===== src/rtl/rect_fill_writer.sv =====
// Rectangle fill command unit: streams one pixel word per cycle into a draw-unit FIFO
// in row-major order, stalling on FIFO full, and reports completion/rejection.
module rect_fill_writer (
    input  logic        clk,
    input  logic        reset,
    input  logic        start,
    input  logic [9:0]  x0,
    input  logic [8:0]  y0,
    input  logic [9:0]  x1,
    input  logic [8:0]  y1,
    input  logic [2:0]  color,
    input  logic        full,
    output logic        we,
    output logic [21:0] data,
    output logic        busy,
    output logic        done,
    output logic        err,
    output logic [18:0] pix_count
);

    typedef enum logic [1:0] {
        IDLE = 2'd0,
        EMIT = 2'd1,
        DONE = 2'd2
    } state_t;

    state_t      state_q;
    logic [9:0]  cur_x_q;
    logic [8:0]  cur_y_q;
    logic [9:0]  x0_q;
    logic [8:0]  y0_q;
    logic [9:0]  x1_q;
    logic [8:0]  y1_q;
    logic [2:0]  color_q;
    logic [18:0] pix_count_q;
    logic        busy_q;
    logic        done_q;
    logic        err_q;
    logic        legal;

    always_comb begin
        legal = (x0 <= x1) && (y0 <= y1) && (x1 <= 10'd639) && (y1 <= 9'd479);
    end

    // Write strobe is the only acceptance condition, so it must drop during reset.
    assign we        = (state_q == EMIT) && !full && !reset;
    assign data      = {color_q, cur_y_q, cur_x_q};
    assign busy      = busy_q;
    assign done      = done_q;
    assign err       = err_q;
    assign pix_count = pix_count_q;

    always_ff @(posedge clk) begin
        if (reset) begin
            state_q     <= IDLE;
            cur_x_q     <= '0;
            cur_y_q     <= '0;
            x0_q        <= '0;
            y0_q        <= '0;
            x1_q        <= '0;
            y1_q        <= '0;
            color_q     <= '0;
            pix_count_q <= '0;
            busy_q      <= 1'b0;
            done_q      <= 1'b0;
            err_q       <= 1'b0;
        end else begin
            case (state_q)
                IDLE: begin
                    if (start) begin
                        x0_q        <= x0;
                        y0_q        <= y0;
                        x1_q        <= x1;
                        y1_q        <= y1;
                        color_q     <= color;
                        cur_x_q     <= x0;
                        cur_y_q     <= y0;
                        pix_count_q <= '0;
                        busy_q      <= 1'b1;
                        if (legal) begin
                            state_q <= EMIT;
                        end else begin
                            state_q <= DONE;
                            done_q  <= 1'b1;
                            err_q   <= 1'b1;
                        end
                    end
                end
                EMIT: begin
                    if (!full) begin
                        pix_count_q <= pix_count_q + 19'd1;
                        if (cur_x_q < x1_q) begin
                            cur_x_q <= cur_x_q + 10'd1;
                        end else if (cur_y_q < y1_q) begin
                            cur_x_q <= x0_q;
                            cur_y_q <= cur_y_q + 9'd1;
                        end else begin
                            state_q <= DONE;
                            done_q  <= 1'b1;
                            err_q   <= 1'b0;
                        end
                    end
                end
                DONE: begin
                    state_q <= IDLE;
                    busy_q  <= 1'b0;
                    done_q  <= 1'b0;
                    err_q   <= 1'b0;
                end
                default: begin
                    state_q <= IDLE;
                    busy_q  <= 1'b0;
                    done_q  <= 1'b0;
                    err_q   <= 1'b0;
                end
            endcase
        end
    end

endmodule


===== config.mk =====
export PLATFORM = sky130hd
export DESIGN_NAME = rect_fill_writer
export DESIGN_NICKNAME = d
export VERILOG_FILES = /design/src/rtl/rect_fill_writer.sv
export SDC_FILE = /design/constraint.sdc
export NUM_CORES = 1
export LEC_CHECK = 0
export ABC_AREA = 1
export BUFFER_PORTS_ARGS = -buffer_cell sky130_fd_sc_hd__clkbuf_2
export CAP_MARGIN = 30
export CORE_ASPECT_RATIO = 0.7
export CORE_MARGIN = 2
export CORE_UTILIZATION = 35
export CTS_BUF_LIST = sky130_fd_sc_hd__clkbuf_8 sky130_fd_sc_hd__clkbuf_16
export CTS_CLUSTER_DIAMETER = 100
export DETAILED_ROUTE_END_ITERATION = 10
export HOLD_SLACK_MARGIN = 0.02
export PLACE_DENSITY = 0.52
export SYNTH_ARGS = -nofsm -noshare
export SYNTH_HDL_FRONTEND = slang
export SYNTH_SLANG_ARGS = --single-unit

===== constraint.sdc =====
create_clock -name clk -period 4 [get_ports clk]
set_input_delay 0.4 -clock clk [delete_from_list [all_inputs] [get_ports clk]]
set_output_delay 0.4 -clock clk [all_outputs]
set_load 0.02 [all_outputs]

==> parameters.txt, run 1 <==
Parameter                              Value

Status
  Result of the run ... finished, final reports clean

Worst setup path
  Data arrival time of the critical path ... 2520 ps
  Critical path data required time ... 4230 ps
  Element type at the critical path start ... flip-flop
  Startpoint-to-endpoint class of the critical path ... flip-flop to flip-flop
  Ordered list of cells on the worst path ... ha_1, nand2_1, inv_1, nand2_1, nand2_1, nand2_1, nand3_2, nand3_1, nand2_1, inv_2, nand2_1, nor2_1, nor2_1
  Buffering stage count on the worst path with inverters included ... 2
  Endpoint kind of the worst setup timing path ... flip-flop
  Worst Path Max Fanout ... 19
  Slowest Stage Delay on Critical Path ... 460 ps
  Slowest cell on the critical path ... sky130_fd_sc_hd__dfxtp_1
  Worst path most repeated cell ... sky130_fd_sc_hd__nand2_1
  Dominant delay contributor by cell family on the critical path ... simple AND/OR/NAND/NOR gates

STA
  Max-slew violations ... 0
  Final clock period utilization by the worst path ... 0.573
  Final critical-path required period ... approximately 2300 ps
  Setup repair after global routing missed its margin ... false
  Measured slew at the worst slew-check pin ... approximately 630 ps
  Skew final ... about 8.6 ps
  Finish-stage setup viols ... 0
  Sum of negative setup slack ... 0 ps
  Worst Setup Slack, final ... 1710 ps
  Worst slew margin relative to its limit ... 0.581
  Peak clock frequency supported by timing ... roughly 440 MHz
  Hold Vio Cnt, Final ... 0

Drt
  First-iteration detailed-routing DRC count ... roughly 200
  Final wirelength ... between 10,000 and 15,000 um
  Number of vias in the routed layout ... 4,464
  Detail-routed via count per cell ... 4.87
  Routed wirelength normalized by instance count ... about 14 um
  Post-route DRC ... 0
  Length of the first detailed-routing pass in iterations ... 5
  Number of nets with antenna violations after routing ... 0

Logic synthesis
  Share of synthesized area occupied by flip-flops and latches ... 0.330
  Biggest area contributors in the synthesized netlist ... sky130_fd_sc_hd__dfxtp_1 33%, sky130_fd_sc_hd__nand2_1 12%, sky130_fd_sc_hd__ha_1 11%
  Yosys top cell area share ... 0.330
  Number of warning messages in the yosys log ... 0
  Synthesized area per cell ... ~6.8 um^2
  Number of storage elements in the synthesis netlist ... 75
  Nets in the synthesized netlist ... about 750
  Dominant synthesized flop cell ... sky130_fd_sc_hd__dfxtp_1
  Gate count after technology mapping ... between 600 and 700
  Share of synthesized flip-flops with an asynchronous set or reset ... 0
  Leading area contributor after synthesis ... sky130_fd_sc_hd__dfxtp_1
  Number of synthesized flops with an enable pin ... 0
  Synth cell types ... 36
  Cell area after technology mapping ... roughly 4600 um^2

Die
  Placeable core region ... roughly 13,000 um^2
  Effective utilization at floorplan ... 0.363
  Die span in y ... a little under 100 um
  Top-level I/O count ... 90
  Die area ... ~14,000 um^2
  Horiz. Die Dim ... 140 um
  Rows ... 34

Layout
  Final design utilization ... 0.434
  Fillers ... 1,326
  Seq. cell area ... 1500 um^2
  Share of post-route cells with drive strength above 1 ... 0.172
  Final Cell Area ... 5450 um^2
  Synth-to-Final Area Change ... 19.7%
  Number of inserted diodes ... 0
  Number of standard cells in the layout, taps in and fillers out ... ~900
  Final net count ... approximately 830
  Footprint of the multi-input gates ... roughly 2600 um^2
  Leading cell type in the layout, fill and taps excluded ... sky130_fd_sc_hd__nand2_1
  Most frequent cells in the layout ... 142 x sky130_fd_sc_hd__nand2_1, 89 x sky130_fd_sc_hd__clkbuf_2, 88 x sky130_fd_sc_hd__inv_1, 75 x sky130_fd_sc_hd__dfxtp_1, 72 x sky130_fd_sc_hd__nor2_1

Placed design
  Number of input and output port buffers inserted ... between 80 and 90
  Placed Cells incl. Taps ... 900
  Post-Place Setup Slack ... ~1700 ps
  DPL Wire Length ... 9630 um
  Placement Cell Area ... between 5000 and 6000 um^2
  Placer Congestion ... between 0.8 and 0.9

Hold path
  Class of the worst hold path ... input pin to flip-flop

Global route
  Remaining Overflow, GRT ... 0
  First-pass GRT wire length ... 21,000 um
  Overall Global Routing Usage ... 0.188
  Initial antenna violation count ... 0
  Via count of the first global-routing pass ... just over 4,000
  Largest net degree at the start of global routing ... 48

Job
  Max cap viols ... 0

Power and ir drop
  Power density over cell area ... 671 nW/um^2
  Largest voltage drop on the vdd net ... roughly 280 uV
  Leakage power figure ... about 2.6 nW

Clock tree
  Buffer cell driving the clock tree root ... sky130_fd_sc_hd__clkbuf_16
  Hold buffer count at cts ... 0
  Clock latency at the later pin of the worst-skew pair ... approximately 340 ps
  H-Tree Depth ... 3
  Clock buffers created by TritonCTS ... 9
  Post-CTS setup-driven buffer insertion count ... 0
  Maximum clock insertion buffer count ... 2
  TritonCTS clock tree ... built
  # resized after CTS ... 0
  Clock Sink Count ... 75
  Clock transition at the registers of the reported paths ... around 60 ps
==> per-layer routing <==
metal  wire (um)  GRT usage  up-vias
met1        6630      0.278     2033
met2        5160      0.271       89
li1            -          -     2330
met4         148     0.0443        0
met5           0          0        -
met3         691     0.0501       12
==> report_power, final <==
part / internal, mW / switching, mW / leakage, nW / total [mW]
clock network: 0.583 / 0.337 / 0.162 / 0.920
logic: 0.505 / 1.09 / 1.86 / 1.59
registers: 0.943 / 0.199 / 0.617 / 1.14
total: 2.03 / 1.63 / 2.64 / 3.66
==> tightest hold or removal path, stage by stage <==
cell and delay (ps):
sky130_fd_sc_hd__clkbuf_2 70, sky130_fd_sc_hd__o21ai_0 70, sky130_fd_sc_hd__nor2_1 80
==> layout make-up <==
| cell class | instances | area share |
|---|---|---|
| Multi-Input combinational cell | 479 | 0.477 |
| Sequential cell | 75 | 0.275 |
| Timing Repair Buffer | 91 | 0.0844 |
| Inverter | 93 | 0.0645 |
| Clock buffer | 11 | 0.0464 |
| Tap cell | 162 | 0.0372 |
| Clock inverter | 5 | 0.0156 |
==> sequential cells by signal, indices dropped and copies added, names as in the netlist, 2 cells and up <==
name / cells
cur_x_q: 10
y1_q: 9
state_q: 2
x0_q: 10
pix_count: 19
color_q: 3
x1_q: 10
cur_y_q: 9
==> final timing paths <==
| check | start | slack (ps) | endpoint | depth (start not counted) |
|---|---|---|---|---|
| max | cur_x_q[5]$_SDFFE_PP0P_ | 1710 | cur_x_q[7]$_SDFFE_PP0P_ | 13 |
| min | color[0] | 310 | color_q[0]$_SDFFE_PP0P_ | 3 |
| max reg2reg | cur_x_q[5]$_SDFFE_PP0P_ | 1710 | cur_x_q[7]$_SDFFE_PP0P_ | 13 |
| min reg2reg | x0_q[3]$_SDFFE_PP0P_ | 460 | x0_q[3]$_SDFFE_PP0P_ | 2 |
==> synth_stat cells (all sizes together), types with 6 or more instances <==
master	number
a21o	6
a21oi	66
buf	6
clkbuf	14
dfxtp	75
ha	39
inv	93
nand2	147
nand3	26
nand4	14
nor2	78
nor3	12
o21ai	65
xor2	9
==> per-stage QoR <==
step	hold slack, ps	power, mW
6_report	315	3.66
5_1_grt	324	3.98
4_1_cts	309	3.69
3_5_place_dp	449	2.76
3_3_place_gp	443	2.73
2_1_floorplan	424	2.31
==> cells by family after synthesis <==
kind of cell,after synthesis,share of synthesized area
flops,75,0.330
compound gates,145,0.167
simple gates,282,0.271
xor+xnor,13,0.0250
buf+inv,113,0.100
fa+ha+maj,39,0.107
No activity file was read; power rests on OpenSTA's default activity.
==> inputs of run 2 (changes only) <==
PLACE_DENSITY = 0.54   (was 0.52)
clock period = 2.1 ns   (was 4 ns; I/O delays follow)
==> run 2 against run 1 <==
Against the previous run:
- first-iteration DRC count is 30% higher
- utilization is 1.1 points higher
- combinational power is 120% higher
- sequential share of layout area is 0.67 points lower
- hold slack worse by 170 ps
- largest power group unchanged
- maximum frequency is 21% higher
- sequential power is 79% higher
- flip-flop and latch count stayed put
- via count is 1.5% higher
==> parameters.txt, run 2 (synthesis gave the netlist of run 1 again) <==
Parameter                              Value

Global route
  First-pass GRT wire length ... 20,800 um (-1.1%)
  Overall Global Routing Usage ... 0.186 (-0.00209)
  Largest net degree at the start of global routing ... 47 (-2.1%)
  Via count of the first global-routing pass ... 4,215 (+2.4%)
  Initial antenna violation count ... 0 (unchanged)
  Remaining Overflow, GRT ... 0 (unchanged)

STA
  Skew final ... 6.92 ps (-1.68 ps)
  Final critical-path required period ... 1890 ps (-401 ps)
  Sum of negative setup slack ... 0 ps (unchanged)
  Hold Vio Cnt, Final ... 0 (unchanged)
  Finish-stage setup viols ... 0 (unchanged)
  Measured slew at the worst slew-check pin ... 431 ps (-195 ps)
  Final clock period utilization by the worst path ... 0.900 (+0.327)
  Worst Setup Slack, final ... 209 ps (-1500 ps)
  Max-slew violations ... 0 (unchanged)
  Worst slew margin relative to its limit ... 0.713 (+0.132)
  Peak clock frequency supported by timing ... 529 MHz (+21%)
  Worst hold margin ... 149 ps (-166 ps)
  Setup repair after global routing missed its margin ... false

Die
  Horiz. Die Dim ... 140 um (unchanged)
  Top-level I/O count ... 90 (unchanged)
  Placeable core region ... 12,500 um^2 (unchanged)
  Die span in y ... 99.5 um (unchanged)
  Rows ... 34 (unchanged)
  Effective utilization at floorplan ... 0.363 (unchanged)
  Die area ... 14,000 um^2 (unchanged)

Layout
  Number of inserted diodes ... 0 (unchanged)
  Flip-flop count of the largest register, all copies and words added ... 19 (unchanged)
  Number of standard cells in the layout, taps in and fillers out ... 933 (+1.9%)
  Most frequent cells in the layout ... 142 x sky130_fd_sc_hd__nand2_1, 89 x sky130_fd_sc_hd__clkbuf_2, 88 x sky130_fd_sc_hd__inv_1, 75 x sky130_fd_sc_hd__dfxtp_1, 72 x sky130_fd_sc_hd__nor2_1
  Share of post-route cells with drive strength above 1 ... 0.191 (+0.0182)
  Fillers ... 1,304 (-1.7%)
  Final Cell Area ... 5590 um^2 (+2.5%)
  Synth-to-Final Area Change ... 22.7%
  Leading cell type in the layout, fill and taps excluded ... sky130_fd_sc_hd__nand2_1
  Final design utilization ... 0.445 (+0.0108)
  Final net count ... 850 (+2.0%)

Clock tree
  Clock latency at the later pin of the worst-skew pair ... 340 ps (about the same)
  Hold buffer count at cts ... 0 (unchanged)
  Clock Sink Count ... 75 (unchanged)
  # resized after CTS ... 0 (unchanged)
  H-Tree Depth ... 3 (unchanged)
  Clock buffers created by TritonCTS ... 9 (unchanged)
  Clock transition at the registers of the reported paths ... 60 ps (about the same)
  Maximum clock insertion buffer count ... 2 (unchanged)
  Buffer cell driving the clock tree root ... sky130_fd_sc_hd__clkbuf_16
  Post-CTS setup-driven buffer insertion count ... 0 (unchanged)
  TritonCTS clock tree ... built

Placed design
  Post-Place Setup Slack ... 213 ps (-1510 ps)
  Placer Congestion ... 0.852 (+3.5%)
  DPL Wire Length ... 9830 um (+2.0%)
  Placed Cells incl. Taps ... 917 (+1.9%)
  Number of input and output port buffers inserted ... 89 (unchanged)
  Placement Cell Area ... 5260 um^2 (+2.7%)

Worst setup path
  Element type at the critical path start ... flip-flop
  Critical path data required time ... 2330 ps (-1900 ps)
  Endpoint kind of the worst setup timing path ... flip-flop
  Slack of the worst reg-to-reg path ... 210 ps (-1500 ps)
  Data arrival time of the critical path ... 2120 ps (-400 ps)
  Worst Path Max Fanout ... 7 (-12)
  Startpoint-to-endpoint class of the critical path ... flip-flop to flip-flop

Drt
  Number of vias in the routed layout ... 4,530 (+1.5%)
  Routed wirelength normalized by instance count ... 13.7 um (-0.97%)
  Final wirelength ... 12,700 um (+0.87%)
  Post-route DRC ... 0 (unchanged)
  Number of nets with antenna violations after routing ... 0 (unchanged)
  Length of the first detailed-routing pass in iterations ... 5 (unchanged)
  First-iteration detailed-routing DRC count ... 257 (+30%)
  Detail-routed via count per cell ... 4.86 (-0.37%)

Power and ir drop
  Leakage power figure ... 2.73 nW (+3.5%)
  Total Power ... 7.22 mW (+97%)
  Power density over cell area ... 1290 nW/um^2 (+93%)
  Largest voltage drop on the vdd net ... 859 uV (+210%)

Status
  Result of the run ... finished, final reports clean

Job
  Max cap viols ... 0 (unchanged)

Hold path
  Class of the worst hold path ... input pin to flip-flop
-- run 2: cell type report --
class | count | area, um^2 | share of cell area
Timing Repair Buffer | 108 | 604 | 0.108
Sequential cell | 75 | 1500 | 0.269
Clock inverter | 6 | 87.6 | 0.0157
Inverter | 93 | 354 | 0.0634
Clock buffer | 10 | 239 | 0.0428
Tap cell | 162 | 203 | 0.0363
Multi-Input combinational cell | 479 | 2600 | 0.465
-- run 2: metal layers --
| metal | global-route usage | share of wire | up-vias |
|---|---|---|---|
| li1 | - | - | 2368 |
| met1 | 0.272 | 0.53 | 2062 |
| met2 | 0.283 | 0.41 | 94 |
| met3 | 0.0404 | 0.056 | 6 |
| met4 | 0.0365 | 0.0051 | 0 |
| met5 | 0 | 0 | - |
-- run 2: report_power, final --
part           total, mW  switching, mW  internal [mW]
Clock               1.70          0.624           1.08
Sequential          2.04          0.243           1.80
Combinational       3.48           2.29           1.20
-- run 2: critical path, stage by stage, from the launching register on --
cell and delay (ps):
sky130_fd_sc_hd__dfxtp_1 360, sky130_fd_sc_hd__ha_1 290, sky130_fd_sc_hd__nand2_1 60, sky130_fd_sc_hd__nor2_1 160, sky130_fd_sc_hd__nand3_1 130, sky130_fd_sc_hd__nand3_2 110, sky130_fd_sc_hd__nand2_1 60, sky130_fd_sc_hd__nand2_1 60
sky130_fd_sc_hd__nand2_1 160, sky130_fd_sc_hd__buf_4 200, sky130_fd_sc_hd__o21ai_0 130, sky130_fd_sc_hd__nor2_1 50
-- run 2: final timing paths --
check | to | start | depth (start not counted)
setup / recovery | cur_y_q[2]$_SDFFE_PP0P_ | cur_x_q[8]$_SDFFE_PP0P_ | 11
hold / removal | color_q[0]$_SDFFE_PP0P_ | color[0] | 3
setup reg to reg | cur_y_q[2]$_SDFFE_PP0P_ | cur_x_q[8]$_SDFFE_PP0P_ | 11
hold reg to reg | x0_q[2]$_SDFFE_PP0P_ | x0_q[2]$_SDFFE_PP0P_ | 2
